==> src/rtl/mux13_rr_sched_if.sv <==
// Handshake/bus bundle between mux13_rr_sched and its environment.
//   req        requester i has an item on mux input di
//   out_ready  consumer accepts the item this cycle
//   sel        mux13 select (0..12, or the idle code)
//   gnt        one-hot grant, zero when idle
//   out_valid  mux output holds a granted item
//   ack        one-hot transfer pulse back to the granted requester
//   stall_err  sticky consumer-stall flag
// master: scheduler side. slave: requesters plus consumer.
interface mux13_rr_sched_if;
  logic [12:0] req;
  logic        out_ready;
  logic [3:0]  sel;
  logic [12:0] gnt;
  logic        out_valid;
  logic [12:0] ack;
  logic        stall_err;

  modport master (
    input  req,
    input  out_ready,
    output sel,
    output gnt,
    output out_valid,
    output ack,
    output stall_err
  );

  modport slave (
    output req,
    output out_ready,
    input  sel,
    input  gnt,
    input  out_valid,
    input  ack,
    input  stall_err
  );
endinterface

==> src/rtl/mux13_rr_sched.sv <==
// Round-robin scheduler sharing one mux13 datapath among 13 requesters.
// Drives the registered mux select and one-hot grant, runs valid/ready toward the single
// consumer, and pulses a one-hot ack to the requester whose item was taken.
// Ports:
//   clk    rising-edge clock
//   reset  synchronous, active-high
//   bus    mux13_rr_sched_if.master (req, out_ready in; sel, gnt, out_valid, ack, stall_err out)
module mux13_rr_sched #(
  parameter int unsigned TIMEOUT  = 64,
  parameter logic [3:0]  IDLE_SEL = 4'hD
) (
  input  logic               clk,
  input  logic               reset,
  mux13_rr_sched_if.master   bus
);

  localparam int unsigned NREQ = 13;
  localparam int unsigned CntW = (TIMEOUT < 1) ? 1 : $clog2(TIMEOUT + 1);
  localparam logic [CntW-1:0] StallMax = CntW'(TIMEOUT);

  typedef enum logic [0:0] {StIdle, StGrant} state_e;

  state_e            state_q;
  logic [3:0]        sel_q;
  logic [3:0]        ptr_q;
  logic [12:0]       gnt_q;
  logic              valid_q;
  logic [CntW-1:0]   stall_cnt_q;
  logic              stall_err_q;

  logic [3:0]        nxt_ptr;
  logic [3:0]        arb_ptr;
  logic [4:0]        scan_idx;
  logic [3:0]        win_idx;
  logic              win_found;

  // Pointer that takes effect on a transfer: the winner drops to lowest priority.
  assign nxt_ptr = (sel_q == 4'(NREQ - 1)) ? 4'd0 : sel_q + 4'd1;
  // While granting, only a transfer consumes the arbiter result, so scan from nxt_ptr.
  assign arb_ptr = (state_q == StGrant) ? nxt_ptr : ptr_q;

  // First set request scanning arb_ptr, arb_ptr+1, ..., wrapping at NREQ.
  always_comb begin
    win_found = 1'b0;
    win_idx   = '0;
    scan_idx  = '0;
    for (int k = 0; k < NREQ; k++) begin
      scan_idx = 5'(arb_ptr) + 5'(k);
      if (scan_idx >= 5'(NREQ)) begin
        scan_idx = scan_idx - 5'(NREQ);
      end
      if (!win_found && bus.req[scan_idx[3:0]]) begin
        win_found = 1'b1;
        win_idx   = scan_idx[3:0];
      end
    end
  end

  always_ff @(posedge clk) begin
    if (reset) begin
      state_q     <= StIdle;
      sel_q       <= IDLE_SEL;
      gnt_q       <= '0;
      valid_q     <= 1'b0;
      ptr_q       <= '0;
      stall_cnt_q <= '0;
      stall_err_q <= 1'b0;
    end else begin
      unique case (state_q)
        StIdle: begin
          stall_cnt_q <= '0;
          if (win_found) begin
            state_q <= StGrant;
            sel_q   <= win_idx;
            gnt_q   <= 13'd1 << win_idx;
            valid_q <= 1'b1;
          end
        end
        StGrant: begin
          if (bus.out_ready) begin
            ptr_q       <= nxt_ptr;
            stall_cnt_q <= '0;
            if (win_found) begin
              // Back-to-back grant, no bubble.
              sel_q <= win_idx;
              gnt_q <= 13'd1 << win_idx;
            end else begin
              state_q <= StIdle;
              sel_q   <= IDLE_SEL;
              gnt_q   <= '0;
              valid_q <= 1'b0;
            end
          end else if (TIMEOUT != 0) begin
            if (stall_cnt_q != StallMax) begin
              stall_cnt_q <= stall_cnt_q + 1'b1;
            end
            // Flag at the edge where the count reaches TIMEOUT; sticky until reset.
            if (stall_cnt_q == StallMax - 1'b1) begin
              stall_err_q <= 1'b1;
            end
          end
        end
        default: state_q <= StIdle;
      endcase
    end
  end

  assign bus.sel       = sel_q;
  assign bus.gnt       = gnt_q;
  assign bus.out_valid = valid_q;
  assign bus.ack       = gnt_q & {13{valid_q & bus.out_ready}};
  assign bus.stall_err = stall_err_q;

  // A requester must hold req until its item is taken.
  req_held_a: assert property (@(posedge clk) disable iff (reset)
    (valid_q && !bus.out_ready) |-> bus.req[sel_q]);

  gnt_onehot_a: assert property (@(posedge clk) disable iff (reset) $onehot0(gnt_q));

  sel_range_a: assert property (@(posedge clk) disable iff (reset)
    (sel_q < 4'(NREQ)) || (sel_q == IDLE_SEL));

endmodule

==> src/flat_wrapper.sv <==
// flat-port wrapper written by rule: the top's interface ports become plain ports
module mux13_rr_sched_flat 
#(
  parameter int unsigned TIMEOUT  = 64,
  parameter logic [3:0]  IDLE_SEL = 4'hD
)
  (clk, reset, bus_req, bus_out_ready, bus_sel, bus_gnt, bus_out_valid, bus_ack, bus_stall_err);
  mux13_rr_sched_if bus_i ();
  input  logic clk;
  input  logic reset;
  input wire logic [$bits(bus_i.req)-1:0] bus_req;
  input wire logic [$bits(bus_i.out_ready)-1:0] bus_out_ready;
  output wire logic [$bits(bus_i.sel)-1:0] bus_sel;
  output wire logic [$bits(bus_i.gnt)-1:0] bus_gnt;
  output wire logic [$bits(bus_i.out_valid)-1:0] bus_out_valid;
  output wire logic [$bits(bus_i.ack)-1:0] bus_ack;
  output wire logic [$bits(bus_i.stall_err)-1:0] bus_stall_err;
  assign bus_i.req = bus_req;
  assign bus_i.out_ready = bus_out_ready;
  assign bus_sel = bus_i.sel;
  assign bus_gnt = bus_i.gnt;
  assign bus_out_valid = bus_i.out_valid;
  assign bus_ack = bus_i.ack;
  assign bus_stall_err = bus_i.stall_err;
  mux13_rr_sched #(.TIMEOUT(TIMEOUT), .IDLE_SEL(IDLE_SEL)) u_core (.clk(clk), .reset(reset), .bus(bus_i));
endmodule
==> config.mk <==
export PLATFORM = sky130hd
export DESIGN_NAME = mux13_rr_sched_flat
export DESIGN_NICKNAME = d
export VERILOG_FILES = /design/src/rtl/mux13_rr_sched_if.sv /design/src/rtl/mux13_rr_sched.sv /design/src/flat_wrapper.sv
export SDC_FILE = /design/constraint.sdc
export NUM_CORES = 1
export LEC_CHECK = 0
export ABC_AREA = 1
export CELL_PAD_IN_SITES_DETAIL_PLACEMENT = 1
export CELL_PAD_IN_SITES_GLOBAL_PLACEMENT = 1
export CORE_UTILIZATION = 41
export CTS_CLUSTER_DIAMETER = 60
export DETAILED_ROUTE_END_ITERATION = 6
export PLACE_DENSITY_LB_ADDON = 0.12
export SLEW_MARGIN = 40
export SYNTH_ARGS = -nofsm -noshare
export SYNTH_HDL_FRONTEND = slang
export SYNTH_SLANG_ARGS = --single-unit
==> constraint.sdc <==
create_clock -name clk -period 5.4 [get_ports clk]
set_input_delay 1.08 -clock clk [delete_from_list [all_inputs] [get_ports clk]]
set_output_delay 1.08 -clock clk [all_outputs]
set_load 0.05 [all_outputs]
* Yosys cells after proc, flatten, opt, wreduce, memory -nomap -nowiden
Cells that the tools add are included.
** Word-level totals
- Flip-flop bits (word level) :: 31
- Output and inout bits :: 32
- Logic and storage cells :: 185
** Cells by class
- Add/subtract/negate cells :: 27
- Reductions and logical operators :: 28
- Equal/unequal tests :: 7
- $lt $le $gt $ge :: 26
- Shifts and indexed selects :: 1
- Muxes and demuxes :: 85
- Bitwise gates (word level) :: 4
** Operators by type and width (count)
- $mux W4 :: 31
- $lt A4 B5 Y1 const B :: 13
- $ge A5 B4 Y1 const B :: 12
- $bmux W1 S4 :: 13
- $sub A4 B4 Y4 const B :: 13
- $mux W13 :: 3
- $mux W1 :: 31
- $pmux W13 S2 :: 1
- $add A4 B4 Y5 const B :: 5
- $add A4 B3 Y5 const B :: 4
- $mux W7 :: 2
- $pmux W7 S2 :: 1
- $and A13 B13 Y13 :: 1
- $shl A1 B4 Y13 const A :: 1
- $logic_and A1 B1 Y1 :: 12
- $logic_not A1 Y1 :: 12
- $add A4 B2 Y5 const B :: 2
- $pmux W4 S2 :: 1
- $add A7 B1 Y7 const B :: 1
- $eq A7 B6 Y1 const B :: 1
- $ne A7 B7 Y1 const B :: 1
- $reduce_and A3 Y1 :: 2
- $add A4 B1 Y5 const B :: 1
- $add A4 B1 Y4 const B :: 1
- other kinds (9) :: 13

* Depth between registers and ports, before layout
- Depth after elaboration :: 48
- Gate-level depth with buffers :: 36
- Mapped depth without buffers :: 35

* Least setup slack after synthesis
OpenSTA, ideal clock, no wires.
- Path kind :: register -> register
- Start point :: register u_core.sel_q[0], in the netlist u_core.bus.sel[0]
- End point :: register u_core.sel_q[1], in the netlist u_core.bus.sel[1]
- Setup time :: 0.070 ns
- Data arrival time :: 4.745 ns
- Stages on the path, launching flop included :: 34
- Buffers on the path :: 3
- Setup slack :: 0.584 ns
- Clock period less this slack :: 4.816 ns
- Cells stage by stage :: dfxtp_1 > inv_1 > ha_1 > nand3_2 > nand3_2 > nand2_4 > buf_6 > inv_4 > buf_12 > ha_1 > inv_1 > nand2_2 > nor2_2 > nor2_2 > nand2_4 > nand2_8 > nand2_2 > nand2_2 > nand2_1 > nand3_1 > nand3_1 > nand3_2 > nand2_2 > nand3_4 > nor2_8 > nand4_4 > nor2_8 > nand4_2 > nor2_4 > nand2_2 > a21oi_4 > buf_6 > nand2_1 > a21oi_1
** Between the ends
- Word-level cells in the longest chain between the ends :: 47
** RTL lines
- from (decl) :: line mux13_rr_sched.sv:24 : logic [3:0] sel_q;
- from (signal assigned) :: line mux13_rr_sched.sv:74 : sel_q <= win_idx;
- from (signal assigned) :: line mux13_rr_sched.sv:85 : sel_q <= win_idx;
- $add A4 B1 Y4 or $eq A4 B4 Y1 (tied branches) :: line mux13_rr_sched.sv:38 : assign nxt_ptr = (sel_q == 4'(NREQ - 1)) ? 4'd0 : sel_q + 4'd1;
- $mux W4 * :: line mux13_rr_sched.sv:38
- $mux W4 * :: line mux13_rr_sched.sv:40 : assign arb_ptr = (state_q == StGrant) ? nxt_ptr : ptr_q;
- branches (longest 44 deep; another with $add A4 B1 Y5)
Every way passes the cells marked *. The select of a mux whose other input is x is not followed.
A chain may end at the register's enable or synchronous reset.

* Worst setup path in the final report
- Start point :: register u_core.sel_q[0], in the netlist u_core.bus.sel[0]
- End point :: register u_core.gnt_q[0], in the netlist u_core.bus.gnt[0]
** Between the ends
- Word-level cells in the longest chain between the ends :: 48
** RTL lines
- $add A4 B1 Y4 or $eq A4 B4 Y1 (tied branches) :: line mux13_rr_sched.sv:38
- $mux W4 * :: line mux13_rr_sched.sv:38
- $mux W4 * :: line mux13_rr_sched.sv:40
- branches (longest 45 deep; another with $add A4 B1 Y5)
- to (signal assigned) :: line mux13_rr_sched.sv:75 : gnt_q <= 13'd1 << win_idx;
- to (signal assigned) :: line mux13_rr_sched.sv:86 : gnt_q <= 13'd1 << win_idx;
- to (decl) :: line mux13_rr_sched.sv:26 : logic [12:0] gnt_q;
Marked as above.

==> impl_results.md <==
* Worst Setup SP: u_core.bus.sel[0]$_SDFFE_PP1P_
* Antenna Nets Post-Route at 0
* Fin cells at 1,175
* H-tree Lvls at 2
* Final Skew at 0.00624 ns
* Highest routed layer: met4
* Clock Latency Late Sink at 0.28 ns
* Vias in the first global route at 6,157
* Final #Nets at 1,041
* Number of synthesized flops with an enable pin at 0
* 1st-iter DRT viols at 424
* Min-Delay Path Class: reg2reg
* Core area at 0.0127 sq mm
* Met1 wire length at 10.3 mm
* Routability congestion estimate at 0.896
* Slowest CP cell: dfxtp_1
* CP startpoint kind: flop
* Starting Density at 0.422
* IO Port Bufs at 47
* Crit path DAT at 5.18 ns
* Synth top area share at 0.161
* Top post-synthesis cells by area: nand2_1, dfxtp_1, nand3_1
* Dpl ws at 0.183 ns
* Die height at 116 um
* CTS Buf Count at 5
* Max frequency at 0.200 GHz
* Crit end category: flop
* Warnings, synthesis at 0
* Synth cell types at 54
* Initial antenna violation count at 0
* R2R Path End: u_core.bus.gnt[0]$_SDFFE_PP0P_
* Cell taking the most area after synthesis: nand2_1
* WL met3 at 1.47 mm
* Via Count at 6,660
* Setup TNS at 0 ns
* First-pass GRT wire length at 33.7 mm
* Mapped cell area at 0.00535 sq mm
* Post-Synthesis Cells at 945
* Final period util at 0.926
* #FFs+latches synth at 31
* Setup ws final at 0.399 ns
* Sequential cell area fraction in the yosys report at 0.116
* Max-cap violations at 0
* Clock Path Buffers at 2
* Worst reg2reg path depth at 33
* Placed Cells at 1,162
* Critical path class: reg2reg
* CTS clock-pin slew for the worst setup and hold paths at 0.05 ns
* Syn Area/Cell at 5.66 sq um
* R2r startpoint: u_core.bus.sel[0]$_SDFFE_PP1P_
* Largest net degree at the start of global routing at 20
* Top Ports at 48
* Flop-to-flop setup slack at 0.40 ns
* CP endpoint: u_core.bus.gnt[0]$_SDFFE_PP0P_
* Max transition margin at 0.449
* Routed WL at 21.5 mm
* Chip Width at 116 um
* Final Slew Violations at 0
* TritonCTS sink count at 31
* Critical Path Max Stage Delay at 0.35 ns
* Vias/cell at 5.67
* Mapped Nets at 984
* Layout cells sized above 1 at 0.125
* Grt ovf at 0
* Status: finished clean
* Rows at 41
* Slew @ Worst Pin at 0.818 ns
* DRC at 0
* Drt pass-1 iters at 6
* Layout Area Growth over Synthesis at 17.3%
* N_diodes at 0
* CP required at 5.58 ns
* Root Buffer: clkbuf_16
* Most used cell, CP: nand3_1
* Largest fanout on the critical path at 8
* Setup violators final at 0
* Fin crit period at 5.00 ns
* Post-synth ARST share at 0
* DR WL/cell at 18.3 um
* CTS Hold Buffers Added at 0
* Hold Vio Cnt, Final at 0
* CTS tree: done
* Die area at 0.0135 sq mm
* Met2 WL post-DR at 9.63 mm
* Total track usage at 0.323
* Final HPWL DP at 16.7 mm
* Layout filler cell count at 1,847
* Ys flop type: dfxtp_1
[placed cells by master (no fill, tap or decap), types with 4 or more instances in the layout]
master,n
dfxtp_1,31
o31ai_1,4
or2_2,4
nor2_1,75
inv_2,14
clkdlybuf4s50_1,47
nand3_1,121
nand2_1,228
o221ai_1,4
o21ai_0,69
nor3_1,9
a21oi_1,58
inv_1,117
ha_1,22
buf_4,25
xor2_1,8
o211ai_1,23
nand2_2,26
xnor2_1,4
nor2_2,12
nand3_2,6
o21ai_1,11
nand4_1,23
clkbuf_16,5
o21ai_2,7
[critical path, delay by kind of cell (launching register included)]
kind            cells  cell delay (ns)
compound gates      2             0.39
fa+ha+maj           3             0.77
buf+inv             5             0.65
flops               1             0.35
simple gates       23             2.74
[cell usage after synthesis (all sizes together), types with 2 or more instances]
cell type  number
xnor2           4
a211oi          3
nor2           90
nand4          25
o31ai           4
o22ai           2
xor2           11
o221ai          4
nand2         258
nand3b          3
dfxtp          31
clkbuf          9
nand3         128
clkinv          3
nor3           10
o311ai          4
o21ai          88
or2             5
buf            14
o211ai         25
inv           133
ha             23
and2            2
a21oi          61
[registers in the layout, indices dropped and copies added, names as in the netlist]
register,count
u_core.bus.gnt,13
u_core.stall_cnt_q,7
u_core.bus.sel,4
u_core.ptr_q,4
u_core.bus.out_valid,1
u_core.bus.stall_err,1
u_core.state_q,1
[routing by layer]
layer,global-route usage,vias to the layer above
li1,-,3257
met1,0.479,3183
met2,0.514,206
met3,0.0426,14
met4,0.0239,0
met5,0,-
[cell families (layout without fill, tap and decap cells)]
kind of cell	after synthesis	count (layout)	share of synthesized area
compound gates	195	195	0.215
xor+xnor	15	15	0.0330
fa+ha+maj	23	23	0.0538
buf+inv	159	217	0.124
flops	31	31	0.116
simple gates	522	522	0.458
[layout make-up]
| type | instances | area, sq um | area share |
|---|---|---|---|
| Sequential cell | 31 | 621 | 0.0989 |
| Clock inverter | 1 | 5.00 | 0.000798 |
| Clock buffer | 7 | 133 | 0.0211 |
| Multi-Input combinational cell | 755 | 4110 | 0.655 |
| Timing Repair Buffer | 73 | 669 | 0.107 |
| Tap cell | 172 | 215 | 0.0343 |
| Inverter | 136 | 519 | 0.0828 |
[per-stage QoR]
step                instance area [sq um]  utilization  hold slack (ns)
CTS                                  6180        0.488            0.459
detailed placement                   6040        0.477            0.452
finish                               6270        0.495            0.454
floorplan                            5350            -            0.449
global route                         6270        0.495            0.489
global placement                     6040        0.477            0.445
[what timing repair did]
action                                  in CTS  in global routing
setup buffers                                0                  5
endpoints found under the setup margin       0                 18
resized for setup                            0                 19
hold endpoints to repair                     0                  0
[how the worst min path moves through the flow]
stage | startpoint | end | slack (ns) | depth (start not counted)
2_1_floorplan | u_core.ptr_q[1]$_SDFFE_PP0P_ | u_core.ptr_q[1]$_SDFFE_PP0P_ | 0.45 | 2
3_3_place_gp | u_core.bus.stall_err$_SDFFE_PP0P_ | u_core.bus.stall_err$_SDFFE_PP0P_ | 0.44 | 2
3_5_place_dp | u_core.bus.stall_err$_SDFFE_PP0P_ | u_core.bus.stall_err$_SDFFE_PP0P_ | 0.45 | 2
4_1_cts | u_core.bus.stall_err$_SDFFE_PP0P_ | u_core.bus.stall_err$_SDFFE_PP0P_ | 0.46 | 2
5_1_grt | u_core.bus.stall_err$_SDFFE_PP0P_ | u_core.bus.stall_err$_SDFFE_PP0P_ | 0.49 | 2
6_report | u_core.bus.stall_err$_SDFFE_PP0P_ | u_core.bus.stall_err$_SDFFE_PP0P_ | 0.45 | 2
Power is left out: the tool's default activity adds up to more than one toggle a clock period on the data nets, which glitch-free logic cannot reach.
